--- src/rtl/master_port_burst.sv ---
// Bit-serial bus master port with bursts, show-ahead write pop,
// read-data strobe and slave timeout abort.
module master_port_burst #(
  parameter  int ADDR_W    = 16,
  parameter  int DATA_W    = 8,
  parameter  int BURST_MAX = 4,
  parameter  int TIMEOUT   = 255,
  localparam int LEN_W     = (BURST_MAX > 1) ? $clog2(BURST_MAX) : 1
) (
  input  logic              clk,
  input  logic              rstn,
  output logic              mode,
  output logic              wr_bus,
  input  logic              rd_bus,
  output logic              master_valid,
  input  logic              slave_ready,
  output logic              master_ready,
  input  logic              slave_valid,
  output logic              last,
  input  logic              m_req,
  output logic              m_ack,
  input  logic [ADDR_W-1:0] m_addr,
  input  logic              m_mode,
  input  logic [LEN_W-1:0]  m_len,
  input  logic [DATA_W-1:0] m_wr_data,
  output logic              m_wr_pop,
  output logic [DATA_W-1:0] m_rd_data,
  output logic              m_rd_valid,
  output logic              m_done,
  output logic              m_err
);

  localparam int WMAX = (ADDR_W > DATA_W) ? ADDR_W : DATA_W;
  localparam int BW   = $clog2(WMAX + 1);
  localparam int TW   = (TIMEOUT > 0) ? $clog2(TIMEOUT + 1) : 1;

  localparam logic [LEN_W-1:0] LEN_MAX  = LEN_W'(BURST_MAX - 1);
  localparam logic [BW-1:0]    A_LAST   = BW'(ADDR_W - 1);
  localparam logic [BW-1:0]    D_LAST   = BW'(DATA_W - 1);
  localparam logic [TW-1:0]    TMO_LAST = TW'((TIMEOUT > 0) ? TIMEOUT - 1 : 0);

  typedef enum logic [2:0] {
    S_IDLE, S_ADDR, S_WR, S_RD, S_DONE, S_ERR
  } state_e;

  state_e            state_q;
  logic [ADDR_W-1:0] addr_q;
  logic [DATA_W-1:0] wsh_q;
  logic [DATA_W-1:0] rsh_q;
  logic [DATA_W-1:0] rsh_d;
  logic [DATA_W-1:0] rd_data_q;
  logic              rd_valid_q;
  logic              mode_q;
  logic [LEN_W-1:0]  len_q;
  logic [LEN_W-1:0]  beat_q;
  logic [BW-1:0]     bit_q;
  logic [TW-1:0]     tmo_q;

  logic busy, wr_hs, rd_hs, hs, tmo_hit;
  logic a_end, d_end, last_beat;

  assign busy         = (state_q == S_ADDR) || (state_q == S_WR) ||
                        (state_q == S_RD);
  assign master_valid = (state_q == S_ADDR) || (state_q == S_WR);
  assign master_ready = (state_q == S_RD);
  assign wr_hs        = master_valid & slave_ready;
  assign rd_hs        = master_ready & slave_valid;
  assign hs           = wr_hs | rd_hs;
  assign a_end        = (bit_q == A_LAST);
  assign d_end        = (bit_q == D_LAST);
  assign last_beat    = (beat_q == len_q);
  assign tmo_hit      = (TIMEOUT != 0) && busy && !hs && (tmo_q == TMO_LAST);
  assign rsh_d        = (rsh_q << 1) | DATA_W'(rd_bus);

  assign m_ack      = (state_q == S_IDLE);
  assign m_done     = (state_q == S_DONE) || (state_q == S_ERR);
  assign m_err      = (state_q == S_ERR);
  assign mode       = mode_q;
  assign last       = ((state_q == S_WR) || (state_q == S_RD)) && last_beat;
  assign m_rd_data  = rd_data_q;
  assign m_rd_valid = rd_valid_q;
  assign wr_bus     = (state_q == S_ADDR) ? addr_q[ADDR_W-1] :
                      (state_q == S_WR)   ? wsh_q[DATA_W-1]  : 1'b0;
  // Pop at accept, and on the closing bit of every non-final write beat.
  assign m_wr_pop   = ((state_q == S_IDLE) & m_req & m_mode) |
                      ((state_q == S_WR) & wr_hs & d_end & ~last_beat);

  always_ff @(posedge clk or negedge rstn) begin
    if (!rstn) begin
      state_q    <= S_IDLE;
      addr_q     <= '0;
      wsh_q      <= '0;
      rsh_q      <= '0;
      rd_data_q  <= '0;
      rd_valid_q <= 1'b0;
      mode_q     <= 1'b0;
      len_q      <= '0;
      beat_q     <= '0;
      bit_q      <= '0;
      tmo_q      <= '0;
    end else begin
      rd_valid_q <= 1'b0;
      if (busy && !hs && TIMEOUT != 0)
        tmo_q <= tmo_q + TW'(1);
      else if (hs)
        tmo_q <= '0;
      unique case (state_q)
        S_IDLE: begin
          if (m_req) begin
            addr_q  <= m_addr;
            mode_q  <= m_mode;
            len_q   <= (m_len > LEN_MAX) ? LEN_MAX : m_len;
            wsh_q   <= m_mode ? m_wr_data : '0;
            rsh_q   <= '0;
            bit_q   <= '0;
            beat_q  <= '0;
            tmo_q   <= '0;
            state_q <= S_ADDR;
          end
        end
        S_ADDR: begin
          if (tmo_hit) begin
            state_q <= S_ERR;
          end else if (wr_hs) begin
            addr_q <= addr_q << 1;
            if (a_end) begin
              bit_q   <= '0;
              state_q <= mode_q ? S_WR : S_RD;
            end else begin
              bit_q <= bit_q + BW'(1);
            end
          end
        end
        S_WR: begin
          if (tmo_hit) begin
            state_q <= S_ERR;
          end else if (wr_hs) begin
            if (d_end) begin
              bit_q <= '0;
              if (last_beat) begin
                state_q <= S_DONE;
              end else begin
                beat_q <= beat_q + LEN_W'(1);
                wsh_q  <= m_wr_data;
              end
            end else begin
              wsh_q <= wsh_q << 1;
              bit_q <= bit_q + BW'(1);
            end
          end
        end
        S_RD: begin
          if (tmo_hit) begin
            state_q <= S_ERR;
          end else if (rd_hs) begin
            if (d_end) begin
              rd_data_q  <= rsh_d;
              rd_valid_q <= 1'b1;
              rsh_q      <= '0;
              bit_q      <= '0;
              if (last_beat)
                state_q <= S_DONE;
              else
                beat_q <= beat_q + LEN_W'(1);
            end else begin
              rsh_q <= rsh_d;
              bit_q <= bit_q + BW'(1);
            end
          end
        end
        S_DONE:  state_q <= S_IDLE;
        S_ERR:   state_q <= S_IDLE;
        default: state_q <= S_IDLE;
      endcase
    end
  end

endmodule

--- config.mk ---
export PLATFORM = sky130hd
export DESIGN_NAME = master_port_burst
export DESIGN_NICKNAME = d
export VERILOG_FILES = /design/src/rtl/master_port_burst.sv
export SDC_FILE = /design/constraint.sdc
export NUM_CORES = 1
export LEC_CHECK = 0
export ABC_AREA = 1
export CAP_MARGIN = 10
export CORE_MARGIN = 2
export CORE_UTILIZATION = 50
export DETAILED_ROUTE_END_ITERATION = 16
export GPL_TIMING_DRIVEN = 1
export PLACE_DENSITY = 0.78
export SYNTH_ARGS = -nofsm -noshare
export SYNTH_HDL_FRONTEND = slang
export SYNTH_SLANG_ARGS = --single-unit
export TNS_END_PERCENT = 5
--- constraint.sdc ---
create_clock -name clk -period 4.75 [get_ports clk]
set_clock_uncertainty 0.05 [all_clocks]
set_input_delay 0.475 -clock clk [delete_from_list [all_inputs] [get_ports clk]]
set_output_delay 0.475 -clock clk [all_outputs]
set_load 0.1 [all_outputs]
==> impl_metrics.env <==
export IMPL_outcome="complete, no violations"
export IMPL_r2r_end="addr_q[3]"
export IMPL_diodes=0
export IMPL_yosys_warnings=0
export IMPL_cts_resized=0
export IMPL_clk_pin_slew_ns=0.07
export IMPL_io_pins=51
export IMPL_dp_cells=508
export IMPL_synth_nets=429
export IMPL_maxCapViolations=0
export IMPL_cp_max_fo=5
export IMPL_synth_cell_types=34
export IMPL_rows=29
export IMPL_instances_no_fill=523
export IMPL_die_w_um=84.1
export IMPL_cts_buffer_depth=2
export IMPL_p_leak_nw=1.82
export IMPL_multi_input_area_um2=1370
export IMPL_required_ns=4.22
export IMPL_fin_crit_sh=0.695
export IMPL_hold_class="input port to async pin"
export IMPL_postSynthRegisterBits=61
export IMPL_die_area_um2=7070
export IMPL_slew_violations=0
export IMPL_coreArea_um2=6280
export IMPL_flow_area_growth_from_synthesis_pct=22.3
export IMPL_end_kind="output port"
export IMPL_num_vias=2708
export IMPL_grt_remaining_overflow=0
export IMPL_cts_inserted_buffers=9
export IMPL_drive_gt1_frac=0.103
export IMPL_power_density_nw_per_um2=609
export IMPL_rsz0062_at_grt="no"
export IMPL_slew_headroom=0.300
export IMPL_post_dp_hpwl_um=4500
export IMPL_hold_viol=0
export IMPL_vdd_ir_drop_max_mv=0.388
export IMPL_nFillCells=569
export IMPL_clk_latency_ns=0.34
export IMPL_min_period_ns=3.30
export IMPL_cts_tree="yes"
export IMPL_tns_ns=0
export IMPL_worst_pin_slew_ns=1.05
export IMPL_cts_root_buf="clkbuf_8"
export IMPL_cts_max_level=3
export IMPL_grt_pass1_vias=2527
export IMPL_grt_pass1_wl_um=10900
export IMPL_viasPerCell=5.18
export IMPL_clock_sinks=61
export IMPL_gp_congestion=0.847
export IMPL_synth_area_um2=3200
export IMPL_grt_max_degree=62
export IMPL_antenna_found_initial=0
export IMPL_avgSynthCellArea_um2=8.20
export IMPL_synth_seq_area_share=0.476
export IMPL_postPlaceCellArea_um2=3730
export IMPL_finalSetupViolCount=0
export IMPL_cts_setup_buffers=0
export IMPL_dr_pass1_iters=4
export IMPL_critPathLaunchType="register"
export IMPL_syn_instance_count=391
export IMPL_fmax_mhz=303
export IMPL_power_mw=2.39
export IMPL_totalWireLength_um=6250
export IMPL_timing_rr_start="state_q[2]"
export IMPL_drc=0
export IMPL_antenna_left=0
export IMPL_hold_buffers=0
export IMPL_stdcell_area_um2=3920
export IMPL_dr_first_iter_drc_count=113
export IMPL_r2r_cells=7
export IMPL_regArea_um2=1530
export IMPL_start_util=0.510
export IMPL_io_buffers=50
export IMPL_chipHeight_um=84.1
export IMPL_grt_use_total=0.193
export IMPL_regToRegSetupSlack_ns=2.50
export IMPL_worstPathArrival_ns=2.78
export IMPL_finalNetCount=480
export IMPL_critPathKind="register to output port"
export IMPL_post_drt_wl_per_cell_um=12.0
==> cells by family after synthesis <==
logic type                 share of synthesized area
muxes                                        0.00351
xor gates and xnor gates                     0.00820
DFF                                            0.476
and+or+nand+nor                                0.247
buffers and inverters                         0.0968
adders and majority gates                     0.0195
AOI/OAI and AO/OA                              0.149
==> state kept, by name (all words and copies together), names as in the netlist <==
register	cells
tmo_q	8
mode	1
rsh_q	7
m_rd_data	8
addr_q	16
beat_q	2
state_q	3
bit_q	5
wsh_q	8
len_q	2
m_rd_valid	1
==> where the power goes <==
| group | leakage (nW) | internal [mW] | switching, mW | total, mW |
|---|---|---|---|---|
| Combinational | 0.920 | 0.335 | 0.852 | 1.19 |
| Clock | 0.0968 | 0.269 | 0.184 | 0.453 |
| Sequential | 0.804 | 0.667 | 0.0797 | 0.747 |
| Total | 1.82 | 1.27 | 1.12 | 2.39 |
==> cell usage in the layout, fill, tap and decap left out, types with 11 or more instances in the layout <==
| master | count |
|---|---|
| a21oi_1 | 19 |
| clkbuf_8 | 11 |
| clkdlybuf4s50_1 | 49 |
| dfrtp_1 | 61 |
| inv_1 | 55 |
| nand2_1 | 82 |
| nand3_1 | 16 |
| nand4_1 | 13 |
| nor2_1 | 28 |
| o211ai_1 | 15 |
| o21ai_0 | 32 |
| o21ai_1 | 14 |
==> worst max path at each step <==
stage | startpoint | end | slack [ns] | cells after the start
2_1_floorplan | state_q[1] | m_wr_pop | 0.77 | 5
3_3_place_gp | m_req | m_wr_pop | 1.68 | 6
3_5_place_dp | m_req | m_wr_pop | 1.67 | 6
4_1_cts | state_q[2] | m_wr_pop | 1.47 | 8
5_1_grt | state_q[2] | m_wr_pop | 1.28 | 8
6_report | state_q[2] | m_wr_pop | 1.45 | 8
==> critical path, cell delays in order, from the launching register on <==
cell and delay [ns]:
dfrtp_1 0.46, inv_2 0.14, nand2_2 0.09, nor2_4 0.14, nand2_2 0.11, inv_1 0.12
nand2_1 0.07, o21ai_0 0.12, clkdlybuf4s50_1 1.18
==> metal layers <==
metal	share of wire	wire length [um]	global-route usage
met5	0	0	0
met4	0.028	175	0.109
met3	0.045	279	0.0435
met2	0.47	2950	0.315
met1	0.46	2850	0.236
==> cells in the mapped netlist (all sizes together) <==
master / n / share of area
xnor2: 2 / 0.0055
a21oi: 20 / 0.032
o21bai: 1 / 0.0023
inv: 60 / 0.070
o22ai: 1 / 0.0020
nand3b: 1 / 0.0023
nor3b: 1 / 0.0039
nand2: 90 / 0.11
or2: 2 / 0.0039
nand4: 13 / 0.025
o21ai: 47 / 0.077
o211ai: 15 / 0.035
clkbuf: 1 / 0.0012
mux2: 1 / 0.0035
buf: 11 / 0.025
xor2: 1 / 0.0027
nor2: 36 / 0.057
nand3: 18 / 0.031
nor3: 4 / 0.0094
ha: 5 / 0.020
dfrtp: 61 / 0.48
==> layout make-up <==
class,instances,area share
sequential,61,0.390
clock inverter,1,0.00766
tap,77,0.0246
inverter,60,0.0575
timing repair buffer,52,0.130
multi-input combinational,258,0.349
clock buffer,14,0.0415
==> metrics by stage <==
stage | hold WS (ns) | worst slack, ns | util
2_1_floorplan | 0.129 | 0.772 | -
3_3_place_gp | 0.441 | 1.68 | 0.594
3_5_place_dp | 0.454 | 1.67 | 0.594
4_1_cts | 0.264 | 1.47 | 0.624
5_1_grt | 0.291 | 1.28 | 0.624
6_report | 0.230 | 1.45 | 0.624
Note: power is estimated with default switching activity, not from simulation.
